--- src/rtl/serial_frame_pkg.sv ---
// Shared definitions for the serial framed link (transmitter and receiver).
// Holds the header layout, payload width, line idle level and the FSM
// state encoding so both ends of the link agree on the frame format.
package serial_frame_pkg;

   localparam int SF_PORT_W = 2;
   localparam int SF_LEN_W  = 4;
   localparam int SF_HDR_W  = SF_PORT_W + SF_LEN_W;
   localparam int SF_DATA_W = (1 << SF_LEN_W) - 1;

   localparam logic LINE_IDLE = 1'b1;

   typedef enum logic [2:0] {
      ST_IDLE  = 3'd0,
      ST_START = 3'd1,
      ST_HDR   = 3'd2,
      ST_DATA  = 3'd3,
      ST_DONE  = 3'd4
   } sf_state_t;

endpackage

--- src/rtl/frame_down_counter.sv ---
// Loadable down-counter used to time the header and payload phases.
// Ports:
//   clk    - system clock, rising edge
//   rst    - asynchronous reset, active low
//   ld     - load ld_val (takes priority over en)
//   en     - decrement by one; holds at zero, never wraps
//   ld_val - value to load
//   co     - carry-out, high while the count is zero
module frame_down_counter
   import serial_frame_pkg::*;
#(
   parameter int W = SF_LEN_W
) (
   input  logic         clk,
   input  logic         rst,
   input  logic         ld,
   input  logic         en,
   input  logic [W-1:0] ld_val,
   output logic         co
);

   logic [W-1:0] cnt_q;
   logic [W-1:0] cnt_d;

   always_comb begin
      cnt_d = cnt_q;
      if (ld) begin
         cnt_d = ld_val;
      end else if (en && (cnt_q != '0)) begin
         cnt_d = cnt_q - W'(1);
      end
   end

   always_ff @(posedge clk or negedge rst) begin
      if (!rst) begin
         cnt_q <= '0;
      end else begin
         cnt_q <= cnt_d;
      end
   end

   assign co = (cnt_q == '0);

endmodule

--- src/rtl/serial_frame_tx.sv ---
// Serial frame transmitter: start bit, port field, length field, then
// len payload bits, all MSB first, one bit per clock.
// Ports:
//   clk           - system clock, rising edge
//   rst           - asynchronous reset, active low
//   start         - request strobe, only honoured in IDLE
//   port_num      - destination port, captured with start
//   data_len      - payload bit count, captured with start
//   data_in       - payload, bits [data_len-1:0] are sent
//   ser_out       - serial line, idles high
//   ser_out_valid - high while ser_out carries a payload bit
//   busy          - high from START through DONE
//   done          - one-cycle pulse after the last frame bit
//
// state | meaning
// IDLE  | line high, waiting for start
// START | start bit (line low) for one cycle
// HDR   | shifting out {port, len}, HDR_W cycles
// DATA  | shifting out payload, len cycles
// DONE  | line high, done pulse, back to IDLE
module serial_frame_tx
   import serial_frame_pkg::*;
#(
   parameter int PORT_W = SF_PORT_W,
   parameter int LEN_W  = SF_LEN_W,
   parameter int DATA_W = SF_DATA_W
) (
   input  logic              clk,
   input  logic              rst,
   input  logic              start,
   input  logic [PORT_W-1:0] port_num,
   input  logic [LEN_W-1:0]  data_len,
   input  logic [DATA_W-1:0] data_in,
   output logic              ser_out,
   output logic              ser_out_valid,
   output logic              busy,
   output logic              done
);

   localparam int HDR_W = PORT_W + LEN_W;

   sf_state_t state_q, state_d;

   logic [HDR_W-1:0]  hdr_sr_q,  hdr_sr_d;
   logic [LEN_W-1:0]  len_q,     len_d;
   logic [DATA_W-1:0] data_q,    data_d;
   logic [DATA_W-1:0] data_sr_q, data_sr_d;

   logic hdr_ld, hdr_en, hdr_co;
   logic dat_ld, dat_en, dat_co;

   // state register
   always_ff @(posedge clk or negedge rst) begin
      if (!rst) begin
         state_q <= ST_IDLE;
      end else begin
         state_q <= state_d;
      end
   end

   // next-state logic
   always_comb begin
      state_d = state_q;
      case (state_q)
         ST_IDLE:  if (start) state_d = ST_START;
         ST_START: state_d = ST_HDR;
         ST_HDR: begin
            if (hdr_co) begin
               state_d = (len_q == '0) ? ST_DONE : ST_DATA;
            end
         end
         ST_DATA:  if (dat_co) state_d = ST_DONE;
         ST_DONE:  state_d = ST_IDLE;
         default:  state_d = ST_IDLE;
      endcase
   end

   // outputs, decoded from state and shift registers only
   always_comb begin
      ser_out       = LINE_IDLE;
      ser_out_valid = 1'b0;
      busy          = 1'b0;
      done          = 1'b0;
      case (state_q)
         ST_START: begin
            ser_out = ~LINE_IDLE;
            busy    = 1'b1;
         end
         ST_HDR: begin
            ser_out = hdr_sr_q[HDR_W-1];
            busy    = 1'b1;
         end
         ST_DATA: begin
            ser_out       = data_sr_q[DATA_W-1];
            ser_out_valid = 1'b1;
            busy          = 1'b1;
         end
         ST_DONE: begin
            done = 1'b1;
            busy = 1'b1;
         end
         default: ;
      endcase
   end

   // counter control
   always_comb begin
      hdr_ld = (state_q == ST_START);
      hdr_en = (state_q == ST_HDR);
      dat_ld = (state_q == ST_HDR) && hdr_co && (len_q != '0);
      dat_en = (state_q == ST_DATA);
   end

   // capture and shift registers
   always_comb begin
      hdr_sr_d  = hdr_sr_q;
      len_d     = len_q;
      data_d    = data_q;
      data_sr_d = data_sr_q;
      if ((state_q == ST_IDLE) && start) begin
         hdr_sr_d = {port_num, data_len};
         len_d    = data_len;
         data_d   = data_in;
      end
      if (state_q == ST_HDR) begin
         hdr_sr_d = {hdr_sr_q[HDR_W-2:0], LINE_IDLE};
      end
      if (dat_ld) begin
         // left-justify the payload so data[len-1] lands on the MSB
         data_sr_d = data_q << (DATA_W - int'(len_q));
      end else if (state_q == ST_DATA) begin
         data_sr_d = {data_sr_q[DATA_W-2:0], 1'b0};
      end
   end

   always_ff @(posedge clk or negedge rst) begin
      if (!rst) begin
         hdr_sr_q  <= '0;
         len_q     <= '0;
         data_q    <= '0;
         data_sr_q <= '0;
      end else begin
         hdr_sr_q  <= hdr_sr_d;
         len_q     <= len_d;
         data_q    <= data_d;
         data_sr_q <= data_sr_d;
      end
   end

   frame_down_counter #(.W(LEN_W)) u_hdr_cnt (
      .clk    (clk),
      .rst    (rst),
      .ld     (hdr_ld),
      .en     (hdr_en),
      .ld_val (LEN_W'(HDR_W - 1)),
      .co     (hdr_co)
   );

   frame_down_counter #(.W(LEN_W)) u_dat_cnt (
      .clk    (clk),
      .rst    (rst),
      .ld     (dat_ld),
      .en     (dat_en),
      .ld_val (len_q - LEN_W'(1)),
      .co     (dat_co)
   );

endmodule
--- config.mk ---
export PLATFORM = sky130hd
export DESIGN_NAME = serial_frame_tx
export DESIGN_NICKNAME = d
export VERILOG_FILES = /design/src/rtl/serial_frame_pkg.sv /design/src/rtl/frame_down_counter.sv /design/src/rtl/serial_frame_tx.sv
export SDC_FILE = /design/constraint.sdc
export NUM_CORES = 1
export LEC_CHECK = 0
export BUFFER_PORTS_ARGS = -buffer_cell sky130_fd_sc_hd__buf_2
export CAP_MARGIN = 40
export CORE_UTILIZATION = 42
export DETAILED_ROUTE_END_ITERATION = 6
export MAX_ROUTING_LAYER = met4
export REMOVE_ABC_BUFFERS = 1
export SETUP_SLACK_MARGIN = 0.15
export SLEW_MARGIN = 5
export SYNTH_ARGS = -nofsm -noshare
export SYNTH_HDL_FRONTEND = slang
export SYNTH_HIERARCHICAL = 1
export SYNTH_SLANG_ARGS = --single-unit
--- constraint.sdc ---
create_clock -name clk -period 5.8 [get_ports clk]
set_clock_uncertainty 0.15 [all_clocks]
set_input_delay 0.29 -clock clk [delete_from_list [all_inputs] [get_ports clk]]
set_output_delay 0.29 -clock clk [all_outputs]
set_load 0.02 [all_outputs]
==> qor.yml <==
pwr:
  powerDensity_nw_per_um2: 587.8
  peakVddDrop_v: 0.0002644
  cellLeakagePower_nw: 1.426
  power.total_w: 0.002009
worst_setup_path:
  crit_family: "simple AND/OR/NAND/NOR gates"
  critPathBufInv: 2
  r2r_slack_ps: 2760
  required_ps: 5890
  arrival_ps: 3130
  r2r-end: "u_dat_cnt/cnt_q[1]$_DFFE_PN0P_"
  startpoint_type: "register"
  crit_path_top_delay_cell: "dfrtp_1"
  slowest_delay_ps: 620
  r2r_start: "len_q[0]$_DFFE_PN0P_"
  cp_max_fo: 15
  endpoint_kind: "register"
  crit_chain: "inv_2 -> ha_1 -> nor3b_1 -> nand2b_1 -> inv_1 -> or4_1 -> o211ai_2"
  critPathKind: "reg -> reg"
  rr_worst_depth: 7
yosys:
  synth_edf_count: 0
  ys_seq_area_frac: 0.4083
  ys.flop_type: "dfrtp_1"
  ys_warn_count: 6
  synth_cells: 288
  syn_avg_cell_area_um2: 10.85
  synth-seq-cells: 51
  async_flop_share: 1.000
  synth.lib_cells_used.distinct: 65
  syn-cell-area_um2: 3125
global_route:
  grtUsageTotal: 0.1927
  grt_pass1_vias: 2172
  antenna_found_initial: 0
  overflow: 0
  grt_pass1_wl_um: 11110
  grt_start_max_net_pins: 52
cts:
  h-tree-depth: 2
  clkTransAtPathRegs_ps: 100
  cts-buffers-inserted: 5
  cts_tree: "done"
  cts_root_buf: "clkbuf_8"
  cts_buffer_depth: 2
  cts_sinks: 51
  insertion_delay_ps: 310
min_path:
  hold_start: "data_in[6]"
  hp-class: "in -> reg"
  hold-path-endpoint: "data_q[6]$_DFFE_PN0P_"
  min_path_cells: 2
timing:
  worst_pin_slew_ps: 771.3
  report.final.slew_viol_count: 0
  fin_crit_sh: 0.5242
  fmax_ghz: 0.3289
  rsz0062_at_grt: "no"
  relSlewSlack: 0.4858
  setup_viol: 0
  finalCriticalPeriod_ps: 3040
  setup_tns_ps: 0
  hold_violations: 0
route:
  vias: 2316
  drtIter0Drc: 227
  via_per_inst: 5.635
  wl_per_cell_um: 16.00
  dr.pass1.iters: 4
  drcViolationCount: 0
  routed_wl_um: 6576
  detail-route-antenna-nets: 0
cells_and_area:
  drive_gt1_frac: 0.2179
  num-fill-cells: 708
  multi_input_area_um2: 1682
  seqCellArea_um2: 1276
  final_common_cell: "dfrtp_1"
  final_cell_mix: "51 x dfrtp_1, 27 x buf_2, 19 x nand2_1"
  layout-area-overhead-vs-synth_pct: 9.328
  n_antenna_cell: 0
  nets: 338
job:
  cap_violations: 0
placed_design:
  port_buffers: 27
  dp_hpwl_um: 4713
  gp_congestion: 0.8164
floorplan:
  core_um2: 7214
  io-pin-count: 28
  dieArea_um2: 7791
  dieWidth_um: 88.27
  start_util: 0.4332
  dieHeight_um: 88.27
  rows: 31
outcome:
  status: "complete, no violations"
[metal layers]
metal | track usage | up-vias | wire (µm)
li1 | - | 1120 | -
met1 | 0.2708 | 1134 | 3151
met2 | 0.2804 | 48 | 3061
met3 | 0.03265 | 14 | 217
met4 | 0.07038 | 0 | 146
met5 | - | - | 0
[metrics by stage]
| step | std cells | setup WS [ps] | cell area [µm²] | hold WS [ps] | util |
|---|---|---|---|---|---|
| floorplan | 271 | 2695 | 3013 | -155.6 | - |
| global placement | 401 | 2767 | 3307 | 303.0 | 0.4584 |
| detailed placement | 402 | 2759 | 3318 | 310.5 | 0.4599 |
| CTS | 411 | 2734 | 3417 | 25.08 | 0.4736 |
| global route | 411 | 2379 | 3417 | 20.69 | 0.4736 |
| finish | 411 | 2760 | 3417 | 34.20 | 0.4736 |
[kinds of logic after synthesis]
group	count (synthesis)	share of synthesized area
multiplexers	41	0.1849
flip-flops	51	0.4083
adder cells (fa/ha/maj)	3	0.01201
AO/OA/AOI/OAI	69	0.1633
other	2	0.002403
XOR/XNOR	3	0.008408
buffers and inverters	35	0.05764
AND/OR/NAND/NOR	84	0.1629
[synthesized netlist by cell type (3+ instances only)]
library cell / number / share of area
dfrtp_1: 51 / 0.41
nand2_1: 19 / 0.023
nor2_1: 18 / 0.022
inv_1: 15 / 0.018
a21oi_1: 13 / 0.021
mux2_1: 13 / 0.047
buf_2: 9 / 0.014
mux2i_1: 9 / 0.029
o21ai_0: 9 / 0.014
mux2_2: 8 / 0.029
mux4_2: 7 / 0.050
nor3_1: 7 / 0.011
a221o_1: 5 / 0.016
a32oi_1: 5 / 0.014
and2_1: 5 / 0.010
nor3b_1: 5 / 0.012
a31oi_1: 4 / 0.0080
buf_6: 4 / 0.014
nand3_1: 4 / 0.0064
o21ai_1: 4 / 0.0064
o22ai_1: 4 / 0.0080
ha_1: 3 / 0.012
mux4_1: 3 / 0.025
nand2b_1: 3 / 0.0060
nand3b_1: 3 / 0.0072
o21a_1: 3 / 0.0072
o31a_1: 3 / 0.0084
[timing repair]
item,in CTS,in global routing
setup buffers,0,0
hold buffers,1,0
endpoints found under the hold margin,51,0
gates resized for setup,0,0
setup endpoints to repair,0,0
[how the worst max path moves through the flow]
| stage | start | to | slack [ps] | cells past startpoint |
|---|---|---|---|---|
| 3_3_place_gp | len_q[0]$_DFFE_PN0P_ | data_sr_q[5]$_DFFE_PN0P_ | 2770 | 6 |
| 6_report | len_q[0]$_DFFE_PN0P_ | u_dat_cnt/cnt_q[1]$_DFFE_PN0P_ | 2760 | 7 |
| 5_1_grt | len_q[0]$_DFFE_PN0P_ | u_dat_cnt/cnt_q[1]$_DFFE_PN0P_ | 2380 | 7 |
| 3_5_place_dp | len_q[0]$_DFFE_PN0P_ | u_dat_cnt/cnt_q[1]$_DFFE_PN0P_ | 2760 | 7 |
| 2_1_floorplan | len_q[0]$_DFFE_PN0P_ | data_sr_q[5]$_DFFE_PN0P_ | 2700 | 6 |
| 4_1_cts | len_q[0]$_DFFE_PN0P_ | u_dat_cnt/cnt_q[1]$_DFFE_PN0P_ | 2730 | 7 |
[where the power goes]
| part | internal (W) | switching, W | total [W] |
|---|---|---|---|
| logic | 0.000527 | 0.000521 | 0.00105 |
| registers | 0.000531 | 0.000217 | 0.000748 |
| clock network | 0.0000869 | 0.000125 | 0.000212 |
| total | 0.00114 | 0.000864 | 0.00201 |
[cell type report]
class                      count  area share
tap                           99     0.03625
clock inverter                 2    0.004760
multi-input combinational    204      0.4921
sequential                    51      0.3735
clock buffer                   6     0.02124
timing repair buffer          33     0.05456
inverter                      16     0.01758
[flip-flops by register name, summed over array words and instances, names as in the netlist]
register and flops:
data_q 15, data_sr_q 15, hdr_sr_q 6, len_q 4, state_q 3, u_dat_cnt/cnt_q 4, u_hdr_cnt/cnt_q 4
(Power assumes the default switching activity.)
